### src/rtl/cdr_frame_sync_if.sv
// cdr_frame_sync_if: bit-stream input and aligned-byte output bundle of the
// CDR frame synchroniser.
//   bit_en       baud strobe from the CDR
//   bit_in       recovered hard-decision bit, qualified by bit_en
//   resync       synchronous force-to-HUNT
//   byte_out     last completed payload byte, MSB = first received bit
//   byte_valid   one-cycle pulse when byte_out updates
//   frame_start  pulse with byte_valid for payload byte 0
//   locked       high in LOCKED
//   state        0 = HUNT, 1 = VERIFY, 2 = LOCKED
//   sync_err_cnt saturating count of sync misses while LOCKED
// master = bit-stream source / byte sink, slave = the synchroniser.
interface cdr_frame_sync_if;
    logic       bit_en;
    logic       bit_in;
    logic       resync;
    logic [7:0] byte_out;
    logic       byte_valid;
    logic       frame_start;
    logic       locked;
    logic [1:0] state;
    logic [7:0] sync_err_cnt;

    modport master (
        output bit_en, bit_in, resync,
        input  byte_out, byte_valid, frame_start, locked, state, sync_err_cnt
    );

    modport slave (
        input  bit_en, bit_in, resync,
        output byte_out, byte_valid, frame_start, locked, state, sync_err_cnt
    );
endinterface

### src/rtl/cdr_frame_sync.sv
// cdr_frame_sync: hunts for SYNC_WORD in the recovered bit stream, confirms
// alignment over LOCK_CNT consecutive frames, then delivers aligned payload
// bytes. Drops lock after MISS_MAX consecutive sync misses.
// Ports:
//   clk    system clock
//   rst_n  asynchronous active-low reset
//   bus    cdr_frame_sync_if.slave (bit stream in, bytes/status out)
module cdr_frame_sync #(
    parameter logic [15:0] SYNC_WORD   = 16'hF628,
    parameter int unsigned FRAME_BYTES = 8,
    parameter int unsigned LOCK_CNT    = 2,
    parameter int unsigned MISS_MAX    = 3
) (
    input  logic              clk,
    input  logic              rst_n,
    cdr_frame_sync_if.slave   bus
);
    localparam logic [1:0] ST_HUNT   = 2'd0;
    localparam logic [1:0] ST_VERIFY = 2'd1;
    localparam logic [1:0] ST_LOCKED = 2'd2;

    localparam int unsigned PAY_BITS = 8 * FRAME_BYTES;
    localparam logic [8:0]  PAY_LIM  = 9'(PAY_BITS);
    localparam logic [8:0]  CHK_POS  = 9'(PAY_BITS + 15);

    // Only 15 bits of history are stored: the 16th bit of every comparison
    // is the incoming bit itself.
    logic [14:0] sr_q, sr_d;
    logic [8:0]  bit_cnt_q, bit_cnt_d;
    logic [2:0]  match_cnt_q, match_cnt_d;
    logic [2:0]  miss_cnt_q, miss_cnt_d;
    logic [1:0]  state_q, state_d;
    logic [7:0]  byte_out_q, byte_out_d;
    logic        byte_valid_q, byte_valid_d;
    logic        frame_start_q, frame_start_d;
    logic        locked_q, locked_d;
    logic [7:0]  sync_err_cnt_q, sync_err_cnt_d;

    logic [15:0] nxt;
    logic        match;
    logic        at_check;
    logic [2:0]  match_inc;
    logic [2:0]  miss_inc;

    assign nxt       = {sr_q, bus.bit_in};
    assign match     = (nxt == SYNC_WORD);
    assign at_check  = (bit_cnt_q == CHK_POS);
    assign match_inc = match_cnt_q + 3'd1;
    assign miss_inc  = miss_cnt_q + 3'd1;

    always_comb begin
        sr_d           = sr_q;
        bit_cnt_d      = bit_cnt_q;
        match_cnt_d    = match_cnt_q;
        miss_cnt_d     = miss_cnt_q;
        state_d        = state_q;
        byte_out_d     = byte_out_q;
        byte_valid_d   = 1'b0;
        frame_start_d  = 1'b0;
        sync_err_cnt_d = sync_err_cnt_q;

        if (bus.resync) begin
            state_d     = ST_HUNT;
            bit_cnt_d   = '0;
            match_cnt_d = '0;
            miss_cnt_d  = '0;
            if (bus.bit_en) sr_d = nxt[14:0];
        end else if (bus.bit_en) begin
            sr_d = nxt[14:0];
            case (state_q)
                ST_HUNT: begin
                    if (match) begin
                        state_d     = ST_VERIFY;
                        bit_cnt_d   = '0;
                        match_cnt_d = 3'd1;
                    end
                end
                ST_VERIFY: begin
                    if (at_check) begin
                        bit_cnt_d = '0;
                        if (match) begin
                            match_cnt_d = match_inc;
                            if (match_inc == 3'(LOCK_CNT)) begin
                                state_d    = ST_LOCKED;
                                miss_cnt_d = '0;
                            end
                        end else begin
                            state_d     = ST_HUNT;
                            match_cnt_d = '0;
                        end
                    end else begin
                        bit_cnt_d = bit_cnt_q + 9'd1;
                    end
                end
                ST_LOCKED: begin
                    if (bit_cnt_q < PAY_LIM && bit_cnt_q[2:0] == 3'd7) begin
                        byte_out_d    = nxt[7:0];
                        byte_valid_d  = 1'b1;
                        frame_start_d = (bit_cnt_q == 9'd7);
                    end
                    if (at_check) begin
                        bit_cnt_d = '0;
                        if (match) begin
                            miss_cnt_d = '0;
                        end else begin
                            if (sync_err_cnt_q != 8'hFF)
                                sync_err_cnt_d = sync_err_cnt_q + 8'd1;
                            if (miss_inc == 3'(MISS_MAX)) begin
                                state_d     = ST_HUNT;
                                miss_cnt_d  = '0;
                                match_cnt_d = '0;
                            end else begin
                                miss_cnt_d = miss_inc;
                            end
                        end
                    end else begin
                        bit_cnt_d = bit_cnt_q + 9'd1;
                    end
                end
                default: state_d = ST_HUNT;
            endcase
        end

        locked_d = (state_d == ST_LOCKED);
    end

    always_ff @(posedge clk or negedge rst_n) begin
        if (!rst_n) begin
            sr_q           <= '0;
            bit_cnt_q      <= '0;
            match_cnt_q    <= '0;
            miss_cnt_q     <= '0;
            state_q        <= ST_HUNT;
            byte_out_q     <= '0;
            byte_valid_q   <= 1'b0;
            frame_start_q  <= 1'b0;
            locked_q       <= 1'b0;
            sync_err_cnt_q <= '0;
        end else begin
            sr_q           <= sr_d;
            bit_cnt_q      <= bit_cnt_d;
            match_cnt_q    <= match_cnt_d;
            miss_cnt_q     <= miss_cnt_d;
            state_q        <= state_d;
            byte_out_q     <= byte_out_d;
            byte_valid_q   <= byte_valid_d;
            frame_start_q  <= frame_start_d;
            locked_q       <= locked_d;
            sync_err_cnt_q <= sync_err_cnt_d;
        end
    end

    assign bus.byte_out     = byte_out_q;
    assign bus.byte_valid   = byte_valid_q;
    assign bus.frame_start  = frame_start_q;
    assign bus.locked       = locked_q;
    assign bus.state        = state_q;
    assign bus.sync_err_cnt = sync_err_cnt_q;
endmodule
### src/flat_wrapper.sv
// flat-port wrapper written by rule: the top's interface ports become plain ports
module cdr_frame_sync_flat 
#(
    parameter logic [15:0] SYNC_WORD   = 16'hF628,
    parameter int unsigned FRAME_BYTES = 8,
    parameter int unsigned LOCK_CNT    = 2,
    parameter int unsigned MISS_MAX    = 3
)
  (clk, rst_n, bus_bit_en, bus_bit_in, bus_resync, bus_byte_out, bus_byte_valid, bus_frame_start, bus_locked, bus_state, bus_sync_err_cnt);
  cdr_frame_sync_if bus_i ();
  input  logic clk;
  input  logic rst_n;
  input wire logic [$bits(bus_i.bit_en)-1:0] bus_bit_en;
  input wire logic [$bits(bus_i.bit_in)-1:0] bus_bit_in;
  input wire logic [$bits(bus_i.resync)-1:0] bus_resync;
  output wire logic [$bits(bus_i.byte_out)-1:0] bus_byte_out;
  output wire logic [$bits(bus_i.byte_valid)-1:0] bus_byte_valid;
  output wire logic [$bits(bus_i.frame_start)-1:0] bus_frame_start;
  output wire logic [$bits(bus_i.locked)-1:0] bus_locked;
  output wire logic [$bits(bus_i.state)-1:0] bus_state;
  output wire logic [$bits(bus_i.sync_err_cnt)-1:0] bus_sync_err_cnt;
  assign bus_i.bit_en = bus_bit_en;
  assign bus_i.bit_in = bus_bit_in;
  assign bus_i.resync = bus_resync;
  assign bus_byte_out = bus_i.byte_out;
  assign bus_byte_valid = bus_i.byte_valid;
  assign bus_frame_start = bus_i.frame_start;
  assign bus_locked = bus_i.locked;
  assign bus_state = bus_i.state;
  assign bus_sync_err_cnt = bus_i.sync_err_cnt;
  cdr_frame_sync #(.SYNC_WORD(SYNC_WORD), .FRAME_BYTES(FRAME_BYTES), .LOCK_CNT(LOCK_CNT), .MISS_MAX(MISS_MAX)) u_core (.clk(clk), .rst_n(rst_n), .bus(bus_i));
endmodule
### config.mk
export PLATFORM = sky130hd
export DESIGN_NAME = cdr_frame_sync_flat
export DESIGN_NICKNAME = d
export VERILOG_FILES = /design/src/rtl/cdr_frame_sync_if.sv /design/src/rtl/cdr_frame_sync.sv /design/src/flat_wrapper.sv
export SDC_FILE = /design/constraint.sdc
export NUM_CORES = 1
export LEC_CHECK = 0
export ABC_CLOCK_PERIOD_IN_PS = 4000
export CELL_PAD_IN_SITES_DETAIL_PLACEMENT = 1
export CELL_PAD_IN_SITES_GLOBAL_PLACEMENT = 1
export CORE_MARGIN = 10
export CORE_UTILIZATION = 45
export DETAILED_ROUTE_END_ITERATION = 7
export PLACE_DENSITY_LB_ADDON = 0.1
export SLEW_MARGIN = 20
export SYNTH_ARGS = -nofsm -noshare
export SYNTH_HDL_FRONTEND = slang
export SYNTH_SLANG_ARGS = --single-unit
export TNS_END_PERCENT = 50
### constraint.sdc
create_clock -name clk -period 4 [get_ports clk]
set_clock_uncertainty 0.05 [all_clocks]
set_input_delay 0.8 -clock clk [delete_from_list [all_inputs] [get_ports clk]]
set_output_delay 0.8 -clock clk [all_outputs]
set_load 0.01 [all_outputs]
Word level (Yosys, flattened, before mapping):

Index checks and enable logic that the tools add are counted.

* bitwise logic cells: 2
* reductions and logical operators: 12
* magnitude comparators: 1
* add/sub/neg operators: 4
* multiplexer cells: 41
* equal/unequal tests: 17

Operators with widths (count)
* 2-to-1 mux 3 bit: 16
* 2-to-1 mux 9 bit: 4
* 2-to-1 mux 2 bit: 9
* inequality test 3 x 2 -> 1 bit (second input constant): 6
* one-hot mux 9 bit (2 select lines): 1
* equality test 16 bit (second input constant): 1
* AND reduction 6 bit: 2
* adder 9 x 1 -> 9 bit (second input constant): 1
* equality test 9 x 3 -> 1 bit (second input constant): 1
* equality test 9 x 7 -> 1 bit (second input constant): 1
* < comparator 9 x 7 -> 1 bit (second input constant): 1
* one-hot mux 3 bit (3 select lines): 1
* adder 8 x 1 -> 8 bit (second input constant): 1
* 2-to-1 mux 1 bit: 8
* inequality test 8 bit (second input constant): 1
* AND reduction 7 bit: 1
* adder 3 x 1 -> 3 bit (second input constant): 2
* equality test 3 x 2 -> 1 bit (second input constant): 2
* one-hot mux 2 bit (3 select lines): 1
* one-hot mux 3 bit (2 select lines): 1
* nonzero test 3 bit: 2
* equality test 2 bit (second input constant): 2
* AND reduction 4 bit: 1
* nonzero test 4 bit: 1
* 9 further kinds: 10

* output and inout port bits: 21
* bits in registers: 51
* input port bits: 5
* word-level logic and storage cells: 87

Depth between registers and ports, before layout:

Gate-level depths: netlist of run 1.

* depth after elaboration: 9
* gate-level depth with buffers: 8
* mapped depth without buffers: 7

Worst setup path after synthesis of run 1:

Ideal clock, no wire load.

* path kind: input-to-reg
* from: input bus_bit_in
* to: register u_core.match_cnt_q[1]
* data arrival time: 2.532 ns
* stages on the path: 5
* slack: 1.293 ns
* path buffers: 0
* data required time: 3.825 ns
* library setup time: 0.125 ns
* cells stage by stage: or4_4 -> or4_4 -> o21ai_4 -> and3_4 -> mux2_4

* word-level cells in the longest chain between the ends: 6
* elaborated cells between the ends (all ways): 9

RTL lines
* start: declaration: line flat_wrapper.sv:14 `input wire logic [$bits(bus_i.bit_in)-1:0] bus_bit_in;`
* equality test 16 bit *: line cdr_frame_sync.sv:46 `assign match = (nxt == SYNC_WORD);`
* 2-to-1 mux 3 bit: line cdr_frame_sync.sv:81 `if (match) begin`
* 2-to-1 mux 3 bit: line cdr_frame_sync.sv:79 `if (at_check) begin`
* one-hot mux 3 bit (3 select lines): line cdr_frame_sync.sv:70 `case (state_q)`
* 2-to-1 mux 3 bit: line cdr_frame_sync.sv:68 `end else if (bus.bit_en) begin`
* 2-to-1 mux 3 bit: line cdr_frame_sync.sv:62 `if (bus.resync) begin`
* end signal: assignment: line cdr_frame_sync.sv:142 `match_cnt_q <= match_cnt_d;`
* end: declaration: line cdr_frame_sync.sv:30 `logic [2:0] match_cnt_q, match_cnt_d;`

Every way passes the cells marked *; elsewhere a longest branch is shown, timed or not. The select of a mux whose other input is x is not followed.
A chain may end at the register's enable or synchronous reset.

Final worst setup path of run 1:

* from: input bus_bit_in
* to: register u_core.miss_cnt_q[0]

* word-level cells in the longest chain between the ends: 6
* elaborated cells between the ends (all ways): 8

RTL lines
* equality test 16 bit *: line cdr_frame_sync.sv:46
* 2-to-1 mux 3 bit: line cdr_frame_sync.sv:103 `if (match) begin`
* 2-to-1 mux 3 bit: line cdr_frame_sync.sv:101 `if (at_check) begin`
* one-hot mux 3 bit (2 select lines): line cdr_frame_sync.sv:70
* 2-to-1 mux 3 bit: line cdr_frame_sync.sv:68
* 2-to-1 mux 3 bit: line cdr_frame_sync.sv:62
* end signal: assignment: line cdr_frame_sync.sv:143 `miss_cnt_q <= miss_cnt_d;`
* end: declaration: line cdr_frame_sync.sv:31 `logic [2:0] miss_cnt_q, miss_cnt_d;`

Marks and branches as above.

==> flow_metrics.tcl, run 1 <==
set metrics [dict create \
    status "finished clean" \
    maxCapViolCount 0 \
    crit_buf_inv 1 \
    vdd_drop_max_v 0.000341 \
    slew_violations 0 \
    cts-root-buf "clkbuf_8" \
    worst_path_largest_cell_delay_ps 580 \
    synth_edf_count 0 \
    hold_ws_ps 432 \
    grt_pass1_wl_um 10200 \
    htreeDepth 2 \
    route.vias.total 1945 \
    mostFrequentLayoutCell "dfrtp_1" \
    gp_congestion 0.785 \
    min_period_over_period_pct 77.6 \
    io_pins 26 \
    diodes 0 \
    critPathTopFamily "simple AND/OR/NAND/NOR gates" \
    fp.dieArea_um2 9270 \
    ys.flop_type "dfrtp_1" \
    drc 0 \
    synth-seq-area-share_pct 48.7 \
    numPortBuffers 25 \
    layout_common_cells "dfrtp_1, nand2_1, clkdlybuf4s50_1" \
    slowest_stage "nor4_1" \
    antenna_found_initial 0 \
    p_leak_nw 1.36 \
    final_cells 347 \
    cts_setup_buffers 0 \
    cts_tree "done" \
    synth_fp_nets 261 \
    drt-initial-drc-count 72 \
    drive_gt1_share_pct 16.0 \
    fin_util_pct 55.1 \
    syn_avg_cell_area_um2 10.7 \
    async_flop_share_pct 100 \
    core-area_um2 5570 \
    nFillCells 620 \
    postCtsHoldBufs 0 \
    worstPathMaxFanout 4 \
    cts.path.max_buffers 2 \
    die_x_um 96.3 \
    start_kind "input pin" \
    syn2layout_area_growth_pct 17.1 \
    detail-route-antenna-nets 0 \
    finalCriticalPeriod_ps 3100 \
    crit_arrival_ps 3250 \
    gr-usage-all-layers_pct 13.8 \
    clock.fmax_ghz 0.322 \
    crit_required_ps 4140 \
    design_area_um2 3070 \
    synth-seq-cells 51 \
    grt_max_degree 41 \
    setup_violations 0 \
    dp_hpwl_um 4270 \
    dr.pass1.iters 4 \
    fin_tns_setup_ps 0 \
    grt_pass1_vias 2089 \
    synth_cell_types 47 \
    syn_inst 245 \
    syn_area_um2 2620 \
    path_cells "clkdlybuf4s50_1 -> or4_4 -> nor4_1 -> a31oi_1 -> o21ai_1 -> mux2_2" \
    vias_per_cell 5.61 \
    worstSetupPathType "input pin to register" \
    grt_overflow 0 \
    start_util_pct 47.0 \
    placedCellCount 339 \
    cts_resized 0 \
    yosys_warnings 0 \
    finalNetCount 290 \
    worst_pin_slew_ps 858 \
    critPathCaptureType "register" \
    power.density_nw_per_um2 362 \
    dpl_cell_area_um2 2950 \
    die_h_um 96.3 \
    clock-sinks 51 \
    clock_latency_ps 300 \
    clk_pin_slew_ps 100 \
    rows 27 \
    hold_viol 0 \
    hold_path.class "register to register" \
    rsz0062_at_grt "no" \
    wl_per_cell_um 16.6 \
    slew_headroom_pct 42.8 \
    routed_wl_um 5770 \
    numCtsBuffers 5 \
]
-- layout make-up --
type	instances	area (um^2)	area share, %
Multi-Input combinational cell	180	1280	41.8
Clock inverter	2	38.8	1.26
Inverter	8	30.0	0.978
Sequential cell	51	1280	41.6
Clock buffer	6	82.6	2.69
Timing Repair Buffer	28	268	8.72
Tap cell	72	90.1	2.94
-- power by group --
group	total [mW]	switching [mW]	internal (mW)	leakage, nW
combinational	0.106	0.0424	0.0633	0.619
clock	0.383	0.177	0.206	0.0618
sequential	0.622	0.0501	0.572	0.682
total	1.11	0.270	0.841	1.36
-- flip-flops by register name, indices dropped and copies added (netlist names) --
register / cells
u_core.bit_cnt_q: 9
u_core.bus.byte_out: 8
u_core.bus.byte_valid: 1
u_core.bus.frame_start: 1
u_core.bus.locked: 1
u_core.bus.state: 2
u_core.bus.sync_err_cnt: 8
u_core.match_cnt_q: 3
u_core.miss_cnt_q: 3
u_core.sr_q: 15
-- synthesized netlist by cell type (3+ instances only) --
| cell type | instances | share of area [%] |
|---|---|---|
| inv_1 | 7 | 1.0 |
| a31oi_1 | 5 | 1.2 |
| nand4_1 | 6 | 1.4 |
| nor2_1 | 12 | 1.7 |
| ha_1 | 11 | 5.3 |
| nand3_1 | 10 | 1.9 |
| nand2_1 | 40 | 5.7 |
| xnor2_1 | 8 | 2.7 |
| buf_1 | 3 | 0.43 |
| dfrtp_1 | 51 | 49 |
| o31ai_1 | 4 | 1.1 |
| nor2b_1 | 5 | 1.2 |
| o21ai_0 | 11 | 2.1 |
| a211oi_1 | 4 | 1.1 |
| and3_1 | 8 | 1.9 |
| mux2_2 | 18 | 7.7 |
| o21ai_1 | 5 | 0.95 |
-- stage by stage --
stage / power [mW] / worst slack, ps
final: 1.11 / 895
after global routing: 1.17 / 799
after CTS: 1.13 / 940
after detailed placement: 0.742 / 609
after global placement: 0.732 / 737
after floorplan: 0.697 / 1290
-- worst reg2reg max path, stage by stage, from the launching register on --
cell     delay [ps]
dfrtp_1         410
or4_4           570
nor4_1          580
a31oi_1         190
o21ai_1         300
mux2_2          370
-- worst paths after layout --
kind	cells past startpoint	endpoint	slack [ps]	start
hold / removal	2	u_core.bus.byte_out[3]	430	u_core.bus.byte_out[3]
min in group asynchronous	1	u_core.bit_cnt_q[1]	540	rst_n
max in group asynchronous	2	u_core.bus.sync_err_cnt[6]	2650	rst_n
hold reg to reg	2	u_core.bus.byte_out[3]	430	u_core.bus.byte_out[3]
setup / recovery	6	u_core.miss_cnt_q[0]	900	bus_bit_in
setup reg to reg	5	u_core.miss_cnt_q[0]	1410	u_core.sr_q[0]
-- routing by layer --
layer,vias up,track usage [%],part of all wire [%]
li1,937,-,-
met1,968,18.1,47
met2,31,21.2,47
met3,9,3.89,4.1
met4,0,4.72,1.9
met5,-,0,0
-- cell families (layout without fill, tap and decap cells) --
logic type / count (synthesis) / after routing / share of synthesized area [%]
compound gates: 41 / 41 / 10.7
xor+xnor: 9 / 9 / 3.01
fa+ha+maj: 11 / 11 / 5.25
buf+inv: 14 / 44 / 2.29
flops: 51 / 51 / 48.7
mux: 19 / 19 / 8.31
simple gates: 100 / 100 / 21.7
Power figures use the tool's default switching activity.
==> run 2, diff against run 1 <==
- ABC_CLOCK_PERIOD_IN_PS: 4000 -> 2500
- CORE_UTILIZATION: 45 -> 40
- clock period: 4 -> 2.5 ns (I/O delays scaled with it)
==> run 2 against run 1 <==
Against the previous run: final area increased by 6.5%; combinational power increased by 73%; via count increased by 6.7%; non-clock buffer count increased by 19; critical endpoint is now u_core.bus.state[1]; total power increased by 60%; sequential power increased by 60%; clock power increased by 56%; wire length increased by 14%; first-iteration DRC count increased by 31%; critical path type is now register to register.
==> flow_metrics.tcl, run 2 (synthesis results as in run 1) <==
set metrics [dict create \
    routed_wl_um 6600 \
    finalCriticalPeriod_ps 2400 \
    critPathTopFamily "simple AND/OR/NAND/NOR gates" \
    vias_per_cell 5.59 \
    gr-usage-all-layers_pct 13.4 \
    worstSetupPathType "register to register" \
    status "finished clean" \
    worst_path_largest_cell_delay_ps 560 \
    postCtsHoldBufs 0 \
    path_cells "or4_4 -> or4_4 -> buf_4 -> a31oi_1 -> o31ai_1 -> or2_2" \
    start_kind "register" \
    clock.fmax_ghz 0.417 \
    die_x_um 101 \
    path_common_cell "or4_4" \
    io_pins 26 \
    drc 0 \
    numPortBuffers 25 \
    diodes 0 \
    mostFrequentLayoutCell "dfrtp_1" \
    layout_common_cells "dfrtp_1, nand2_1, clkdlybuf4s50_1" \
    slowest_stage "or4_4" \
    wl_per_cell_um 17.8 \
    rr_worst_depth 6 \
    fp.dieArea_um2 10200 \
    critPathCaptureType "register" \
    placedCellCount 361 \
    syn2layout_area_growth_pct 24.8 \
    numCtsBuffers 5 \
    reg.largest.list "u_core.sr_q x15, u_core.bit_cnt_q x9" \
    nFillCells 717 \
    rsz0062_at_grt "no" \
    cts_tree "done" \
    maxCapViolCount 0 \
    rows 29 \
    fin_util_pct 51.5 \
    clock-sinks 51 \
    htreeDepth 2 \
    setup_violations 0 \
    route.vias.total 2075 \
    r2r_slack_ps 100 \
    slew_headroom_pct 61.2 \
    grt_max_degree 30 \
    drt-initial-drc-count 94 \
    drive_gt1_share_pct 22.8 \
    crit_buf_inv 1 \
    die_h_um 101 \
    rr_startpoint "u_core.sr_q[0]" \
    gp_congestion 0.864 \
    dp_hpwl_um 5030 \
    largest_reg_flops 15 \
    min_period_over_period_pct 95.8 \
    crit_required_ps 2640 \
    timing.rr.end "u_core.bus.state[1]" \
    dr.pass1.iters 4 \
    grt_pass1_wl_um 11000 \
    hold_path.class "input pin to async pin" \
    clk_pin_slew_ps 90 \
    vdd_drop_max_v 0.000353 \
    crit_arrival_ps 2540 \
    hold_viol 0 \
    grt_pass1_vias 2159 \
    start_util_pct 41.3 \
    detail-route-antenna-nets 0 \
    worstPathMaxFanout 4 \
    p_leak_nw 1.47 \
    multi_input_area_um2 1320 \
    cts.path.max_buffers 2 \
    finalNetCount 309 \
    power.density_nw_per_um2 542 \
    clock_latency_ps 310 \
    antenna_found_initial 0 \
    seq_area_um2 1280 \
    core-area_um2 6350 \
    top_register "u_core.sr_q" \
    cts-root-buf "clkbuf_8" \
    worst_pin_slew_ps 581 \
    slew_violations 0 \
    final_cells 371 \
    grt_overflow 0 \
]
-- run 2: through the flow --
| step | setup TNS (ps) | worst slack (ps) | area, um^2 | hold WS [ps] | power (mW) |
|---|---|---|---|---|---|
| final | 0 | 104 | 3270 | 129 | 1.77 |
| after floorplan | 0 | 93.0 | 2620 | 154 | 1.12 |
| after detailed placement | -6970 | -398 | 3090 | 415 | 1.20 |
| after CTS | 0 | 10.7 | 3220 | 145 | 1.80 |
| after global routing | 0 | 47.4 | 3270 | 154 | 1.85 |
| after global placement | -5810 | -308 | 3090 | 410 | 1.18 |
-- run 2: repair_timing --
| item | CTS | global route |
|---|---|---|
| resized for setup | 2 | 7 |
| gates cloned | 0 | 0 |
| pin swaps | 1 | 4 |
| setup buffers | 0 | 2 |
| endpoints found under the setup margin | 5 | 18 |
-- run 2: routing by layer --
layer  part of all wire (%)  global-route usage (%)
met3                    3.2                    3.02
met1                     45                    16.7
met5                      0                       0
met4                    2.0                    5.04
met2                     50                    21.9
-- run 2: final cells by class --
| cell class | instances | area share (%) |
|---|---|---|
| flip-flops and latches | 51 | 39.0 |
| clock buffers | 6 | 2.53 |
| multi-input cells | 180 | 40.4 |
| well taps | 77 | 2.95 |
| repair buffers | 47 | 13.1 |
| inverters | 8 | 0.918 |
| clock inverters | 2 | 1.07 |
-- run 2: worst max path at each step --
stage                                       end            from  slack (ps)  depth (start not counted)
after floorplan           u_core.match_cnt_q[1]      bus_bit_in          90                          5
after global placement      u_core.bit_cnt_q[8]      bus_bit_in        -310                          7
after detailed placement    u_core.bit_cnt_q[3]      bus_bit_in        -400                          6
after CTS                 u_core.match_cnt_q[1]      bus_bit_in          10                          6
after global routing        u_core.bus.state[1]  u_core.sr_q[0]          50                          6
final                       u_core.bus.state[1]  u_core.sr_q[0]         100                          6
-- run 2: where the power goes --
part / internal, mW / total [mW] / switching (mW) / leakage (nW)
clock network: 0.324 / 0.596 / 0.272 / 0.0612
registers: 0.915 / 0.994 / 0.0790 / 0.682
logic: 0.108 / 0.183 / 0.0751 / 0.729
